==> config.mk <==
export PLATFORM = sky130hd
export DESIGN_NAME = bus_timer_flat
export DESIGN_NICKNAME = d
export VERILOG_FILES = /design/src/rtl/bus_timer_if.sv /design/src/rtl/bus_timer.sv /design/src/flat_wrapper.sv
export SDC_FILE = /design/constraint.sdc
export NUM_CORES = 1
export LEC_CHECK = 0
export CAP_MARGIN = 20
export CORE_MARGIN = 4
export CORE_UTILIZATION = 30
export DETAILED_ROUTE_END_ITERATION = 10
export PLACE_DENSITY = 0.54
export REMOVE_ABC_BUFFERS = 1
export SETUP_SLACK_MARGIN = 0.2
export SLEW_MARGIN = 10
export SYNTH_ARGS = -nofsm -noshare
export SYNTH_HDL_FRONTEND = slang
export SYNTH_SLANG_ARGS = --single-unit
==> constraint.sdc <==
create_clock -name clk -period 4 [get_ports clk]
set_input_delay 0.6 -clock clk [delete_from_list [all_inputs] [get_ports clk]]
set_output_delay 0.6 -clock clk [all_outputs]
set_load 0.05 [all_outputs]
==> src/rtl/bus_timer_if.sv <==
// rtl/bus_timer_if.sv - CPU-side register bus bundle for bus_timer
interface bus_timer_if;
    logic        cpu_read_mem;
    logic        cpu_write_mem;
    logic [31:0] addr;
    logic [31:0] idata_from_cpu;
    logic [31:0] odata_to_cpu;
    logic        error;
    logic        irq;

    modport master (
        output cpu_read_mem, cpu_write_mem, addr, idata_from_cpu,
        input  odata_to_cpu, error, irq
    );

    modport slave (
        input  cpu_read_mem, cpu_write_mem, addr, idata_from_cpu,
        output odata_to_cpu, error, irq
    );
endinterface

==> src/rtl/bus_timer.sv <==
// rtl/bus_timer.sv - memory-mapped down-counting timer; optional prescaler under BUS_TIMER_PRESCALER_EN
module bus_timer #(
    parameter logic [31:0] BASE_ADDR = 32'hF000_0000
) (
    input  logic        clk,
    input  logic        rst,
    bus_timer_if.slave  bus
);
    localparam logic [2:0] R_CTRL     = 3'd0;
    localparam logic [2:0] R_LOAD     = 3'd1;
    localparam logic [2:0] R_COUNT    = 3'd2;
    localparam logic [2:0] R_STATUS   = 3'd3;
    localparam logic [2:0] R_PRESCALE = 3'd4;

    logic        en, auto_reload, irq_en;
    logic [31:0] load_q, count_q;
    logic        expired;
    logic [31:0] rdata;
    logic        legal_idx, fault, access, rd_ok, wr_ok;
    logic        ctrl_wr, load_wr, status_wr, en_rise;
    logic        tick, expire;
    logic [2:0]  idx;
    logic [31:0] wdata;

    assign idx   = bus.addr[4:2];
    assign wdata = bus.idata_from_cpu;

    // Which word offsets exist in this build; the rest of the window faults
    always_comb begin
        legal_idx = 1'b0;
        case (idx)
            R_CTRL, R_LOAD, R_COUNT, R_STATUS: legal_idx = 1'b1;
`ifdef BUS_TIMER_PRESCALER_EN
            R_PRESCALE: legal_idx = 1'b1;
`else
            R_PRESCALE: legal_idx = 1'b0;
`endif
            default: legal_idx = 1'b0;
        endcase
    end

    assign access = (bus.addr[31:5] == BASE_ADDR[31:5]) &&
                    (bus.cpu_read_mem || bus.cpu_write_mem);
    assign fault  = access && ((bus.addr[1:0] != 2'b00) ||
                               (bus.cpu_read_mem && bus.cpu_write_mem) ||
                               !legal_idx ||
                               (bus.cpu_write_mem && idx == R_COUNT));
    assign rd_ok  = access && !fault && bus.cpu_read_mem;
    assign wr_ok  = access && !fault && bus.cpu_write_mem;

    assign ctrl_wr   = wr_ok && idx == R_CTRL;
    assign load_wr   = wr_ok && idx == R_LOAD;
    assign status_wr = wr_ok && idx == R_STATUS;
    assign en_rise   = ctrl_wr && wdata[0] && !en;

`ifdef BUS_TIMER_PRESCALER_EN
    logic [7:0] prescale_q, psc_cnt;
    logic       prescale_wr;

    assign prescale_wr = wr_ok && idx == R_PRESCALE;
    assign tick        = en && (psc_cnt == prescale_q);

    // Prescale divider register and its free-running cycle counter
    always_ff @(posedge clk or posedge rst) begin
        if (rst) begin
            prescale_q <= 8'd0;
            psc_cnt    <= 8'd0;
        end else begin
            if (prescale_wr)
                prescale_q <= wdata[7:0];
            if (en_rise || prescale_wr)
                psc_cnt <= 8'd0;
            else if (en)
                psc_cnt <= tick ? 8'd0 : psc_cnt + 8'd1;
        end
    end
`else
    assign tick = en;
`endif

    assign expire = tick && (count_q == 32'd0);

    // Read mux; COUNT returns the pre-decrement value
    always_comb begin
        rdata = 32'd0;
        case (idx)
            R_CTRL:   rdata = {29'd0, irq_en, auto_reload, en};
            R_LOAD:   rdata = load_q;
            R_COUNT:  rdata = count_q;
            R_STATUS: rdata = {31'd0, expired};
`ifdef BUS_TIMER_PRESCALER_EN
            R_PRESCALE: rdata = {24'd0, prescale_q};
`endif
            default:  rdata = 32'd0;
        endcase
    end

    // Control bits; a CTRL write overrides the one-shot auto-stop
    always_ff @(posedge clk or posedge rst) begin
        if (rst) begin
            en          <= 1'b0;
            auto_reload <= 1'b0;
            irq_en      <= 1'b0;
        end else if (ctrl_wr) begin
            en          <= wdata[0];
            auto_reload <= wdata[1];
            irq_en      <= wdata[2];
        end else if (expire && !auto_reload) begin
            en <= 1'b0;
        end
    end

    // Reload value only; never touches the running count
    always_ff @(posedge clk or posedge rst) begin
        if (rst)
            load_q <= 32'd0;
        else if (load_wr)
            load_q <= wdata;
    end

    // Counter: start-load, stop-hold, expiry reload/hold, else decrement
    always_ff @(posedge clk or posedge rst) begin
        if (rst)
            count_q <= 32'd0;
        else if (en_rise)
            count_q <= load_q;
        else if (ctrl_wr && !wdata[0])
            count_q <= count_q;
        else if (expire)
            count_q <= auto_reload ? load_q : count_q;
        else if (tick)
            count_q <= count_q - 32'd1;
    end

    // Sticky expiry flag; a same-cycle expiry beats the W1C clear
    always_ff @(posedge clk or posedge rst) begin
        if (rst)
            expired <= 1'b0;
        else if (expire)
            expired <= 1'b1;
        else if (status_wr && wdata[0])
            expired <= 1'b0;
    end

    // One-cycle registered response; zero for misses, writes and idle cycles
    always_ff @(posedge clk or posedge rst) begin
        if (rst) begin
            bus.odata_to_cpu <= 32'd0;
            bus.error        <= 1'b0;
        end else begin
            bus.odata_to_cpu <= rd_ok ? rdata : 32'd0;
            bus.error        <= fault;
        end
    end

    assign bus.irq = expired && irq_en;
endmodule

==> src/flat_wrapper.sv <==
// flat-port wrapper written by rule: the top's interface ports become plain ports
module bus_timer_flat 
#(
    parameter logic [31:0] BASE_ADDR = 32'hF000_0000
)
  (clk, rst, bus_cpu_read_mem, bus_cpu_write_mem, bus_addr, bus_idata_from_cpu, bus_odata_to_cpu, bus_error, bus_irq);
  bus_timer_if bus_i ();
  input  logic clk;
  input  logic rst;
  input wire logic [$bits(bus_i.cpu_read_mem)-1:0] bus_cpu_read_mem;
  input wire logic [$bits(bus_i.cpu_write_mem)-1:0] bus_cpu_write_mem;
  input wire logic [$bits(bus_i.addr)-1:0] bus_addr;
  input wire logic [$bits(bus_i.idata_from_cpu)-1:0] bus_idata_from_cpu;
  output wire logic [$bits(bus_i.odata_to_cpu)-1:0] bus_odata_to_cpu;
  output wire logic [$bits(bus_i.error)-1:0] bus_error;
  output wire logic [$bits(bus_i.irq)-1:0] bus_irq;
  assign bus_i.cpu_read_mem = bus_cpu_read_mem;
  assign bus_i.cpu_write_mem = bus_cpu_write_mem;
  assign bus_i.addr = bus_addr;
  assign bus_i.idata_from_cpu = bus_idata_from_cpu;
  assign bus_odata_to_cpu = bus_i.odata_to_cpu;
  assign bus_error = bus_i.error;
  assign bus_irq = bus_i.irq;
  bus_timer #(.BASE_ADDR(BASE_ADDR)) u_core (.clk(clk), .rst(rst), .bus(bus_i));
endmodule
[Yosys cells after proc, flatten, opt, wreduce, memory -nomap -nowiden]
Cells that the tools add are included.
W data, S select, Z words.
Storage, ports and cells
  register bits: 101
  logic and storage cells: 61
Cells by class
  eq/ne operators: 6
  multiplexer cells: 12
  add/sub/neg operators: 1
  reductions and logical operators: 34
Operators with widths (number)
  $mux W32: 6
  $pmux W32 S4: 1
  $logic_not A32 Y1: 1
  $sub A32 B1 Y32 const B: 1
  $eq A27 B27 Y1 const B: 1
  $logic_and A1 B1 Y1: 17
  $eq A3 B2 Y1 const B: 2
  $reduce_bool A2 Y1: 3
  $logic_not A1 Y1: 5
  $mux W1: 5
  $logic_or A1 B1 Y1: 4
  $reduce_or A4 Y1: 1
  $eq A3 B1 Y1 const B: 1
  $logic_not A3 Y1: 1
  $ne A3 B1 Y1 const B: 1
  $reduce_and A3 Y1: 1
  $reduce_bool A3 Y1: 1
  $ne A2 B1 Y1 const B: 1

[Depth between registers and ports, before layout]
  depth in word-level cells: 15
  gate-level depth with buffers: 11
  depth with buffers taken out: 8

[Least setup slack after synthesis]
No wires, ideal clock.
  kind: register to register
  start: reg u_core.count_q[0]
  end: reg u_core.count_q[0]
  stages on the path, launching flop included: 11
  period minus slack after synthesis: 2.776 ns
  library setup time: 0.080 ns
  slack: 1.224 ns
  arrival: 2.696 ns
  cells stage by stage: dfrtp_1 > inv_1 > ha_1 > or4b_1 > buf_2 > or4b_4 > nor4_4 > a21oi_2 > buf_6 > or4b_4 > o211ai_2
Between the ends
  longest elaborated chain between the ends: 5
RTL lines
  start, declared: RTL line bus_timer.sv:16  | logic [31:0] load_q, count_q;
  start signal, assigned: RTL line bus_timer.sv:126  | count_q <= load_q;
  start signal, assigned: RTL line bus_timer.sv:128  | count_q <= count_q;
  start signal, assigned: RTL line bus_timer.sv:130  | count_q <= auto_reload ? load_q : count_q;
  $sub A32 B1 Y32 / $logic_not A32 Y1 (equally long branches): RTL line bus_timer.sv:132, bus_timer.sv:81
  $mux W32 / $logic_and A1 B1 Y1 (equally long branches): RTL line bus_timer.sv:131, bus_timer.sv:81
  $mux W32: RTL line bus_timer.sv:129  | else if (expire)
  $mux W32: RTL line bus_timer.sv:127  | else if (ctrl_wr && !wdata[0])
  $mux W32: RTL line bus_timer.sv:125  | else if (en_rise)
Parallel ways exist; a longest one is shown, timed or not. The select of a mux whose other input is x is not followed.
A chain may end at the register's enable or synchronous reset.

[Worst setup path after layout]
  start: in bus_addr[3]
  end: reg u_core.count_q[19]
Between the ends
  longest elaborated chain between the ends: 15
RTL lines
  start, declared: RTL line flat_wrapper.sv:12  | input wire logic [$bits(bus_i.addr)-1:0] bus_addr;
  $eq A3 B2 Y1, or another cell as far along: RTL line bus_timer.sv:31  | case (idx)
  $reduce_or A4 Y1: RTL line bus_timer.sv:31
  $mux W1: RTL line bus_timer.sv:31
  $logic_not A1 Y1: RTL line bus_timer.sv:46  | !legal_idx ||
  $logic_or A1 B1 Y1: RTL line bus_timer.sv:45  | (bus.cpu_read_mem && bus.cpu_write_mem) ||
  $logic_or A1 B1 Y1: RTL line bus_timer.sv:46
  $logic_and A1 B1 Y1: RTL line bus_timer.sv:44  | assign fault = access && ((bus.addr[1:0] != 2'b00) ||
  $logic_not A1 Y1: RTL line bus_timer.sv:49  | assign wr_ok = access && !fault && bus.cpu_write_mem;
  $logic_and A1 B1 Y1 (2 in a row): RTL line bus_timer.sv:49
  $logic_and A1 B1 Y1 (*): RTL line bus_timer.sv:51  | assign ctrl_wr = wr_ok && idx == R_CTRL;
  $logic_and A1 B1 Y1 (2 in a row): RTL line bus_timer.sv:54  | assign en_rise = ctrl_wr && wdata[0] && !en;
  $ne A3 B1 Y1 (no line), or another cell as far along
  $reduce_and A3 Y1 (no line)
Mark *: on every way between the ends. The rest lies on a longest branch, timed or not.

==> impl_metrics.toml <==
[worst_hold_path]
min_from = "u_core.count_q[23]"
hold_depth = 1
min_path_type = "flop to flop"

[route]
met1_length_mm = 6.68
detail_route.first_pass.iterations = 5
drt-total-wl_mm = 14.5
wl_met2_mm = 6.90
wire_per_inst_um = 17.6
maxUsedRoutingLayer = "met4"
drt_iter0_markers = 277
vias = 4400
route.detailed.drc = 0
antenna_left = 0
met3_length_um = 778
viasPerCell = 5.32

[grt]
grt_pass1_wl_mm = 23.9
grt_pass1_vias = 4645
grt-ovfl-total = 0
antenna_found_initial = 0
grt_max_degree = 102
grt_usage = 0.151

[cells_and_area]
nFillCells = 1664
diodes = 0
nets = 671
multi_input_area_um2 = 2510
regArea_um2 = 2530
drive_above_1_share = 0.0988
final_util = 0.406
syn2layout_area_growth_pct = 30.8

[critical_path]
cp-endpoint = "u_core.count_q[19]"
cp-start-kind = "input port"
rr_worst_depth = 8
cp_max_fo = 21
startpoint = "bus_addr[3]"
endpoint_kind = "flop"
reg2reg_from = "u_core.count_q[0]"
worst_r2r_endpoint = "u_core.count_q[0]"
critPathRequiredTime_ps = 4220
cp_data_arrival_time_ps = 3390
crit_type = "input port to flop"
reg2reg_slack_ps = 860

[synthesis]
synth_compound_area_frac = 0.165
ys_seq_area_frac = 0.486
ys_warn_count = 0
netlist_area_um2 = 5200
synthMuxAreaShare = 0.118
avgSynthCellArea_um2 = 10.2
synth-xor-area-share = 0
synth_top_area_share = 0.486
ys_ff_latch = 101
yosysUniqueCellTypes = 59
synthFlopType = "dfrtp_1"
synth_edf_count = 0
synth_area_leaders = "dfrtp_1 49%, a22oi_1 4.8%, mux2i_1 4.4%, mux2_1 4.3%, nor2_1 3.8%"
synth_simple_gate_area_frac = 0.193
synth_top_cell_by_area = "dfrtp_1"
synth_top_family_by_area = "simple AND/OR/NAND/NOR gates"
synthAdderAreaFrac = 0.00241
async_flop_share = 1.00
syn_inst = 509

[die]
coreArea_um2 = 16800
start_util = 0.310
die_x_um = 140
die_h_um = 140
row_count = 47
dieArea_um2 = 19500
ios = 102

[timing]
setup-tns-final_ps = 0
setup_violations = 0
skew_ps = 8.05
hold_violations = 0
min_period_ps = 3170
fmax_mhz = 315
setup_slack_ps = 830
maxSlewViolCount = 0
min_period_over_period = 0.792
whs_ps = 517
rsz0062_at_grt = "no"
max-slew-margin-rel = 0.481
tightest_slew_ps = 772

[placement]
place_hpwl_mm = 10.1
place.gp.congestion = 0.887
dp_slack_ps = 501
numPortBuffers = 101

[clocking]
clock_latency_ps = 360
clkTransAtPathRegs_ps = 60
cts_root_buffer = "clkbuf_16"
clockBufferDepth = 2
cts_htree_levels = 3
post_cts_resized = 0
cts_sinks = 101
cts_tree = "built"
ctsHoldBuffers = 0
post-cts-setup-buffers = 0
cts_buffers = 9

[job]
maxCapViolCount = 0

[outcome]
status = "finished, final reports clean"

[power]
power_mw = 2.02
peakVddDrop_mv = 0.217
p_per_area_nw_per_um2 = 297
p_leak_nw = 2.89
-- critical path, cell delays in order --
cell and delay, ps:
clkdlybuf4s50_1 610, nor4b_1 440, nand3b_1 200, nor4_2 410, mux2i_2 540, or2_1 170
buf_4 260, o221ai_1 160
-- final cells by class --
type / count / share of cell area
inverters: 9 / 0.00533
repair buffers: 119 / 0.170
clock buffers: 12 / 0.0362
flip-flops and latches: 101 / 0.372
multi-input cells: 362 / 0.369
well taps: 220 / 0.0405
clock inverters: 4 / 0.00699
-- metal layers --
| layer | GRT usage | vias up |
|---|---|---|
| met4 | 0.0423 | 0 |
| met5 | 0 | - |
| li1 | - | 2104 |
| met1 | 0.198 | 2169 |
| met2 | 0.242 | 112 |
| met3 | 0.0453 | 15 |
-- kinds of logic after synthesis --
| group | after synthesis |
|---|---|
| adder cells (fa/ha/maj) | 1 |
| multiplexers | 57 |
| buffers and inverters | 46 |
| AND/OR/NAND/NOR | 182 |
| flip-flops | 101 |
| AO/OA/AOI/OAI | 122 |
-- power by group --
part	switching, mW	leakage [nW]	total (mW)	internal (mW)
logic	0.0492	1.39	0.116	0.0668
registers	0.00000000108	1.36	1.02	1.02
clock network	0.386	0.143	0.887	0.500
total	0.435	2.89	2.02	1.59
-- through the flow --
step / area [um^2] / cells
after floorplan: 5050 / 472
after detailed placement: 6510 / 811
after global routing: 6800 / 827
after CTS: 6800 / 827
final: 6800 / 827
after global placement: 6510 / 811
-- synthesized netlist by cell type (4+ instances only) --
master	n
or4_1	4
nand2_1	23
nor4_1	18
or3_1	6
nand3_1	11
mux2_2	14
dfrtp_1	101
clkbuf_1	30
nor2_1	52
and4b_1	4
mux2i_1	23
o31ai_1	4
o21ai_1	13
a2bb2oi_1	8
a211oi_1	11
buf_2	5
o21ai_0	6
nor2b_1	5
nor4b_1	5
a22oi_1	33
and3_1	5
nand4_1	5
inv_1	9
mux2_1	20
nor3_1	23
a21oi_1	20
-- cell usage in the layout (no fill, tap or decap), types with 13 or more instances in the layout --
cell             Yosys  final
a22oi_1             33     33
a21oi_1             20     20
mux2_1              20     20
nor4_1              18     17
mux2i_1             23     22
mux2_2              14     14
buf_4                0     17
clkdlybuf4s50_1      0    101
o21ai_1             13     13
nand2_1             23     23
nor2_1              52     51
nor3_1              23     23
dfrtp_1            101    101
-- how the worst min path moves through the flow --
| stage | end |
|---|---|
| 6_report | u_core.count_q[23] |
| 5_1_grt | u_core.count_q[23] |
| 4_1_cts | u_core.count_q[23] |
| 3_5_place_dp | u_core.count_q[23] |
| 3_3_place_gp | u_core.count_q[23] |
| 2_1_floorplan | u_core.expired |
-- state kept, by name, summed over array words and instances (netlist names) --
register                 cells
u_core.bus.odata_to_cpu     32
u_core.count_q              32
u_core.load_q               32
u_core.auto_reload           1
u_core.bus.error             1
u_core.en                    1
u_core.expired               1
u_core.irq_en                1
Note: power is estimated with default switching activity, not from simulation.
